$ cat src/rtl/matrix_scalar_multiply.sv
// Scales a ROWS x COLS signed matrix by a signed scalar, one element per clock in
// row-major order, saturating each product to the element width.
module matrix_scalar_multiply #(
    parameter int ROWS       = 3,
    parameter int COLS       = 3,
    parameter int WIDTH      = 16,
    parameter int MULT_WIDTH = 8
) (
    input  logic                         clk,
    input  logic                         reset,
    input  logic                         start,
    input  logic signed [WIDTH-1:0]      matrix_in  [ROWS][COLS],
    input  logic signed [MULT_WIDTH-1:0] multiplier,
    output logic signed [WIDTH-1:0]      matrix_out [ROWS][COLS],
    output logic                         busy,
    output logic                         done,
    output logic                         overflow,
    output logic [1:0]                   state_dbg
);

    // Handshake: start is sampled only in IDLE; done pulses for the single DONE
    // cycle; busy covers COMPUTE and DONE.
    typedef enum logic [1:0] {IDLE = 2'd0, COMPUTE = 2'd1, DONE = 2'd2} state_t;

    localparam int PW    = WIDTH + MULT_WIDTH;
    localparam int ROW_W = (ROWS > 1) ? $clog2(ROWS) : 1;
    localparam int COL_W = (COLS > 1) ? $clog2(COLS) : 1;
    localparam logic [ROW_W-1:0] ROW_LAST = ROW_W'(ROWS - 1);
    localparam logic [COL_W-1:0] COL_LAST = COL_W'(COLS - 1);
    localparam logic signed [PW-1:0] SAT_MAX = {{(MULT_WIDTH+1){1'b0}}, {(WIDTH-1){1'b1}}};
    localparam logic signed [PW-1:0] SAT_MIN = {{(MULT_WIDTH+1){1'b1}}, {(WIDTH-1){1'b0}}};

    state_t                         state_q, state_d;
    logic [ROW_W-1:0]               row_q, row_d;
    logic [COL_W-1:0]               col_q, col_d;
    logic signed [WIDTH-1:0]        lat_q [ROWS][COLS];
    logic signed [WIDTH-1:0]        lat_d [ROWS][COLS];
    logic signed [MULT_WIDTH-1:0]   mult_q, mult_d;
    logic signed [WIDTH-1:0]        out_q [ROWS][COLS];
    logic signed [WIDTH-1:0]        out_d [ROWS][COLS];
    logic                           ovf_q, ovf_d;

    logic signed [PW-1:0]           prod;
    logic signed [WIDTH-1:0]        sat_val;
    logic                           sat_hit;

    assign prod = PW'(lat_q[row_q][col_q]) * PW'(mult_q);

    always_comb begin
        sat_hit = 1'b1;
        sat_val = prod[WIDTH-1:0];
        if (prod > SAT_MAX) begin
            sat_val = SAT_MAX[WIDTH-1:0];
        end else if (prod < SAT_MIN) begin
            sat_val = SAT_MIN[WIDTH-1:0];
        end else begin
            sat_hit = 1'b0;
        end
    end

    always_comb begin
        state_d = state_q;
        row_d   = row_q;
        col_d   = col_q;
        lat_d   = lat_q;
        mult_d  = mult_q;
        out_d   = out_q;
        ovf_d   = ovf_q;
        case (state_q)
            IDLE: begin
                if (start) begin
                    lat_d   = matrix_in;
                    mult_d  = multiplier;
                    ovf_d   = 1'b0;
                    row_d   = '0;
                    col_d   = '0;
                    state_d = COMPUTE;
                end
            end
            COMPUTE: begin
                out_d[row_q][col_q] = sat_val;
                if (sat_hit) begin
                    ovf_d = 1'b1;
                end
                if (col_q == COL_LAST) begin
                    col_d = '0;
                    if (row_q == ROW_LAST) begin
                        row_d   = '0;
                        state_d = DONE;
                    end else begin
                        row_d = row_q + 1'b1;
                    end
                end else begin
                    col_d = col_q + 1'b1;
                end
            end
            DONE: begin
                state_d = IDLE;
            end
            default: begin
                state_d = IDLE;
            end
        endcase
    end

    always_ff @(posedge clk or negedge reset) begin
        if (!reset) begin
            state_q <= IDLE;
            row_q   <= '0;
            col_q   <= '0;
            mult_q  <= '0;
            ovf_q   <= 1'b0;
            for (int i = 0; i < ROWS; i++) begin
                for (int j = 0; j < COLS; j++) begin
                    lat_q[i][j] <= '0;
                    out_q[i][j] <= '0;
                end
            end
        end else begin
            state_q <= state_d;
            row_q   <= row_d;
            col_q   <= col_d;
            mult_q  <= mult_d;
            ovf_q   <= ovf_d;
            lat_q   <= lat_d;
            out_q   <= out_d;
        end
    end

    assign matrix_out = out_q;
    assign busy       = (state_q != IDLE);
    assign done       = (state_q == DONE);
    assign overflow   = ovf_q;
    assign state_dbg  = state_q;

endmodule

$ cat config.mk
export PLATFORM = sky130hd
export DESIGN_NAME = matrix_scalar_multiply
export DESIGN_NICKNAME = d
export VERILOG_FILES = /design/src/rtl/matrix_scalar_multiply.sv
export SDC_FILE = /design/constraint.sdc
export NUM_CORES = 1
export LEC_CHECK = 0
export CAP_MARGIN = 20
export CORE_AREA = 2 2 210 212
export CTS_CLUSTER_DIAMETER = 120
export DETAILED_ROUTE_END_ITERATION = 10
export DIE_AREA = 0 0 212 214
export GPL_TIMING_DRIVEN = 0
export HOLD_SLACK_MARGIN = 0.08
export SETUP_SLACK_MARGIN = 0.15
export SYNTH_ARGS = -nofsm -noshare
export SYNTH_HDL_FRONTEND = slang
export SYNTH_SLANG_ARGS = --single-unit
$ cat constraint.sdc
create_clock -name clk -period 10 [get_ports clk]
set_input_delay 3 -clock clk [delete_from_list [all_inputs] [get_ports clk]]
set_output_delay 3 -clock clk [all_outputs]
set_load 0.05 [all_outputs]
==> out/results.ini, run 1 <==
[run_status]
status=finished clean

[finish]
ff_latch_area_um2=7580
drive_gt1_share_pct=12.7
nNetsFinal=2298
utilization_pct=52.5
area_growth_pct=28.6
multi_input_area_um2=9080
fillers=3839

[setup_path]
crit_arrival_ns=9.76
cp.required_ns=10.48
cp-start-kind=register
cp-end-kind=register
rr_worst_depth=27
critPathSlowestCell=buf_1
crit_type=reg -> reg
r2r_slack_ns=0.72
cp_max_fo=10
cpMostUsedCell=fa_1
max_stage_delay_ns=0.81
r2r-end=matrix_out[131]$_DFFE_PN0P_
worst_r2r_startpoint=row_q[0]$_DFFE_PN0P_

[sta]
slew_headroom_pct=31.2
rsz0062_at_grt=no
slew_viol_final=0
hold_violations=0
setup_ws_ns=0.717
worstMarginPinSlew_ns=1.03
fin_crit_sh_pct=92.8
fin_crit_ns=9.28
setup_viol=0
finClkSkew_ns=0.0250
fin_tns_setup_ns=0
max_freq_mhz=108

[die]
die_h_um=214
dieArea_um2=45400
die_x_um=212
core_area_um2=42900
design.portCount=304
rows=76
initial_core_util_pct=40.9

[grt]
grt_util_all_layers_pct=25.4
grt_pass1_wl_mm=86.7
grt_pass1_vias=14200
antenna_found_initial=7
grt_max_degree=111
grt-ovfl-total=0

[hold_path]
hold_class=reg -> reg
hold_end=matrix_out[95]$_DFFE_PN0P_
hold_start=matrix_out[95]$_DFFE_PN0P_
hold_depth=2

[placed_design]
hpwl_mm=43.2
dp_slack_ns=0.823
routabilityCongestion=0.853
portBuffers=303

[synth]
synth_common_cells=dfrtp_1 (303), nor2_1 (185), mux2_2 (151), inv_1 (136), a21oi_1 (123)
avgSynthCellArea_um2=10.6
synth-seq-cells=303
synthAdderAreaFrac_pct=15.0
syn-cell-area_um2=17500
synth_xor_area_share_pct=0.950
synthCells=1650
synthFlopType=dfrtp_1
synthSimpleGateAreaFrac_pct=11.5
synth_compound_area_share_pct=11.9
async_reset_ff_share_pct=100
ys_types=59
synth_top_area_share_pct=43.3
ys_warn_count=0
synth_top_family_by_area=adder cells
yosysSeqAreaShare_pct=43.3
syn_nets=1953
synth_top_cell_by_area=dfrtp_1
yosysMostFrequentCell=dfrtp_1
synth_edf_count=0
synthMuxAreaShare_pct=12.5
synth.area.top_cells=dfrtp_1 (43%), fa_1 (12%), mux2_2 (9.7%), nor2_1 (4.0%), a21oi_1 (3.5%)

[drt]
drtIter0Drc=933
routedWlPerCell_um=21.7
drc_errors=0
dr.pass1.iters=5
vias=13700
vias_per_cell=5.24
ant_nets=0
wl_mm=56.5

[clocking]
tritoncts.num_buffers=36
post_cts.repair.setup_buffers=0
clk_pin_slew_ns=0.06
cts_tree=done
root_buffer=clkbuf_16
cts_sinks=303
postCtsHoldBufs=0
clk_path_buf_depth=3
clk_latency_ns=0.56
h-tree-depth=2
cts_resized=0

[job]
max_cap_violations=0

area by class of cell:
| cell class | instances | share of cell area [%] |
|---|---|---|
| Antenna cell | 4 | 0.0444 |
| Timing Repair Buffer | 307 | 13.8 |
| Clock inverter | 10 | 0.466 |
| Clock buffer | 52 | 4.66 |
| Inverter | 136 | 2.27 |
| Buffer | 85 | 1.54 |
| Multi-Input combinational cell | 1126 | 40.3 |
| Sequential cell | 303 | 33.6 |
| Tap cell | 585 | 3.25 |
worst max path at each step:
stage | startpoint | to | slack [ns] | depth (start not counted)
2_1_floorplan | row_q[0]$_DFFE_PN0P_ | matrix_out[3]$_DFFE_PN0P_ | 3.04 | 24
3_5_place_dp | row_q[0]$_DFFE_PN0P_ | matrix_out[51]$_DFFE_PN0P_ | 0.82 | 27
6_report | row_q[0]$_DFFE_PN0P_ | matrix_out[131]$_DFFE_PN0P_ | 0.72 | 27
4_1_cts | row_q[0]$_DFFE_PN0P_ | matrix_out[131]$_DFFE_PN0P_ | 0.78 | 27
5_1_grt | row_q[0]$_DFFE_PN0P_ | matrix_out[131]$_DFFE_PN0P_ | 0.30 | 26
3_3_place_gp | reset | lat_q[49]$_DFFE_PN0P_ | -7.44 | 1
cells by family (layout without fill, tap and decap cells):
family,count (synthesis),count (layout)
flops,303,303
other cells,0,4
fa+ha+maj,148,148
mux,200,200
xor+xnor,19,19
simple gates,434,434
compound gates,325,325
buf+inv,221,590
cell usage in the layout, fill, tap and decap left out, types with 70 or more instances in the layout:
master	count
a21oi_1	123
and2_1	95
clkbuf_1	70
clkdlybuf4s50_1	302
dfrtp_1	303
fa_1	103
inv_1	136
mux2_2	151
nand2_1	100
nor2_1	185
worst max-delay path: cells and delay by family, from the launching register on:
| kind | cells | cell delay (ns) |
|---|---|---|
| fa+ha+maj | 5 | 2.48 |
| simple gates | 3 | 0.54 |
| buf+inv | 9 | 2.73 |
| flops | 1 | 0.32 |
| mux | 1 | 0.19 |
| xor+xnor | 1 | 0.57 |
| compound gates | 8 | 2.37 |
sequential cells by signal, summed over array words and instances, names as in the netlist:
signal,cells
col_q,2
mult_q,8
lat_q,144
state_dbg,2
matrix_out,144
overflow,1
row_q,2
routing by layer:
layer,part of all wire (%),GRT usage [%],vias to the layer above
met2,48,41.2,405
met5,0.039,0,-
met1,43,34.4,6901
li1,-,-,6268
met4,3.2,8.83,4
met3,6.5,4.37,86
through the flow:
step	area [um2]	std cells	hold WS (ns)
3_3_place_gp	21300	2538	0.464
6_report	22500	2608	0.484
5_1_grt	22500	2605	0.510
3_5_place_dp	21400	2542	0.473
4_1_cts	22500	2604	0.485
2_1_floorplan	17500	1650	0.480
Power of run 1 is left out: the tool's default activity adds up to more than one toggle a clock period on the data nets, which glitch-free logic cannot reach.
==> run 2, diff against run 1 <==
--- a/config.mk
+++ b/config.mk
@@ -10,8 +10,8 @@
 export CTS_CLUSTER_DIAMETER = 120
 export DETAILED_ROUTE_END_ITERATION = 10
 export DIE_AREA = 0 0 212 214
-export GPL_TIMING_DRIVEN = 0
-export HOLD_SLACK_MARGIN = 0.08
+export HOLD_SLACK_MARGIN = 0.03
+export RECOVER_POWER = 25
 export SETUP_SLACK_MARGIN = 0.15
 export SYNTH_ARGS = -nofsm -noshare
 export SYNTH_HDL_FRONTEND = slang
==> run 2 against run 1 <==
Against the previous run:
- the flow now finishes with violations (capacitance limit, slew limit)
- design area fell by 1.1%
- sequential share of layout area grew 0.40 points
- hold slack got worse by 0.0054 ns
==> out/results.ini, run 2 (synthesis gave the netlist of run 1 again) <==
[drt]
vias=13300  ; was 13700
drtIter0Drc=845  ; was 933
wl_mm=53.2  ; was 56.5 mm
drc_errors=0  ; unchanged
routedWlPerCell_um=21.0  ; was 21.7 um
ant_nets=0  ; unchanged
vias_per_cell=5.26  ; was 5.24
dr.pass1.iters=5  ; unchanged

[hold_path]
hold_class=reg -> reg  ; unchanged

[die]
rows=76  ; unchanged
initial_core_util_pct=40.9  ; unchanged
dieArea_um2=45400  ; unchanged
die_h_um=214  ; unchanged
design.portCount=304  ; unchanged
core_area_um2=42900  ; unchanged
die_x_um=212  ; unchanged

[run_status]
violations=capacitance limit, slew limit
status=finished with violations  ; was finished clean

[setup_path]
cp-start-kind=register  ; unchanged
crit_arrival_ns=9.07  ; was 9.76 ns
cp_max_fo=35  ; was 10
crit_type=reg -> reg  ; unchanged
cp-end-kind=register  ; unchanged
cp.required_ns=10.46  ; was 10.48 ns

[clocking]
clk_path_buf_depth=3  ; unchanged
cts_tree=done  ; unchanged
clk_pin_slew_ns=0.06  ; about the same
root_buffer=clkbuf_16  ; unchanged
tritoncts.num_buffers=36  ; unchanged
h-tree-depth=2  ; unchanged
postCtsHoldBufs=0  ; unchanged
clk_latency_ns=0.55  ; was 0.56 ns
cts_resized=0  ; unchanged
cts_sinks=303  ; unchanged
post_cts.repair.setup_buffers=0  ; unchanged

[sta]
fin_tns_setup_ns=0  ; unchanged
rsz0062_at_grt=no  ; unchanged
slew_viol_final=152  ; was 0
max_freq_mhz=116  ; was 108 MHz
finClkSkew_ns=0.0218  ; was 0.0250 ns
fin_crit_sh_pct=86.1  ; was 92.8%
hold_violations=0  ; unchanged
worstMarginPinSlew_ns=6.00  ; was 1.03 ns
slew_headroom_pct=-300  ; was 31.2%
fin_crit_ns=8.61  ; was 9.28 ns
setup_viol=0  ; unchanged

[finish]
drive_gt1_share_pct=13.5  ; was 12.7%
nNetsFinal=2226  ; was 2298
layout_common_cells=dfrtp_1 (301), clkdlybuf4s50_1 (301), nor2_1 (182)  ; was dfrtp_1 (303), clkdlybuf4s50_1 (302), nor2_1 (185)
area_growth_pct=27.1  ; was 28.6%

[grt]
grt_max_degree=173  ; was 111
grt_util_all_layers_pct=23.9  ; was 25.4%
grt_pass1_wl_mm=82.9  ; was 86.7 mm
grt_pass1_vias=13800  ; was 14200
antenna_found_initial=8  ; was 7
grt-ovfl-total=0  ; unchanged

[placed_design]
hpwl_mm=39.7  ; was 43.2 mm
portBuffers=303  ; unchanged
routabilityCongestion=0.884  ; was 0.853

[job]
max_cap_violations=2  ; was 0

-- run 2: changes by cell type in the layout (fill, tap and decap cells not counted), moves of 3 or more --
cell	delta
nor2_2	+3
nor3_2	+3
buf_1	-9
nor3_1	-3
buf_4	+16
buf_2	-11
nor2_1	-3
buf_6	-3
clkinv_2	-4
clkbuf_1	-61
-- run 2: path summary, 6_finish.rpt --
check | depth (start not counted) | slack (ns) | to | startpoint
max | 22 | 1.39 | matrix_out[67]$_DFFE_PN0P_ | row_q[0]$_DFFE_PN0P_
min | 2 | 0.48 | matrix_out[143]$_DFFE_PN0P_ | matrix_out[143]$_DFFE_PN0P_
max reg2reg | 22 | 1.39 | matrix_out[67]$_DFFE_PN0P_ | row_q[0]$_DFFE_PN0P_
min reg2reg | 2 | 0.48 | matrix_out[143]$_DFFE_PN0P_ | matrix_out[143]$_DFFE_PN0P_
max in group asynchronous | 1 | 1.77 | matrix_out[124]$_DFFE_PN0P_ | reset
min in group asynchronous | 1 | 4.78 | matrix_out[14]$_DFFE_PN0P_ | reset
-- run 2: metal layers --
layer	wire length, um	vias up	share of wire (%)	global-route usage, %
li1	-	6127	-	-
met1	23500	6731	44	33.1
met2	25100	393	47	38.2
met3	3070	78	5.8	4.34
met4	1480	4	2.8	7.42
met5	21	-	0.039	0
-- run 2: final cells by class --
class                           count  area [um2]
Fill cell                        3907       20600
Timing Repair Buffer              320        3180
Antenna cell                        6        15.0
Sequential cell                   303        7590
Multi-Input combinational cell   1126        9120
Inverter                          136         510
Tap cell                          585         732
Clock inverter                      7        81.3
Clock buffer                       54        1060
-- run 2: critical path, stage by stage, from the launching register on --
cell and delay, ns:
dfrtp_4 0.72, nor2b_4 0.70, buf_4 0.32, nand2_1 0.07, o211ai_1 0.09, o21ai_0 0.15, o22ai_1 0.59, and2_1 0.25
fa_1 0.45, fa_1 0.54, fa_1 0.56, inv_1 0.06, fa_1 0.53, inv_1 0.04, ha_1 0.35, a21o_1 0.24
a221oi_4 0.48, o21ai_1 0.23, o31ai_1 0.48, o2111ai_1 0.21, nor4_4 0.64, o21bai_1 0.51, a21oi_1 0.27
-- run 2: per-stage QoR --
stage               instance area (um2)  cells  utilization [%]  hold WS, ns  setup WS [ns]
floorplan                         17500   1650                -        0.480           3.04
global placement                  21100   2470             49.3        0.465           1.60
detailed placement                21100   2470             49.3        0.471           1.48
CTS                               22300   2531             51.9        0.483           1.43
global route                      22300   2533             51.9        0.505          0.694
finish                            22300   2537             52.0        0.478           1.39
Power of run 2 is left out for the same reason.
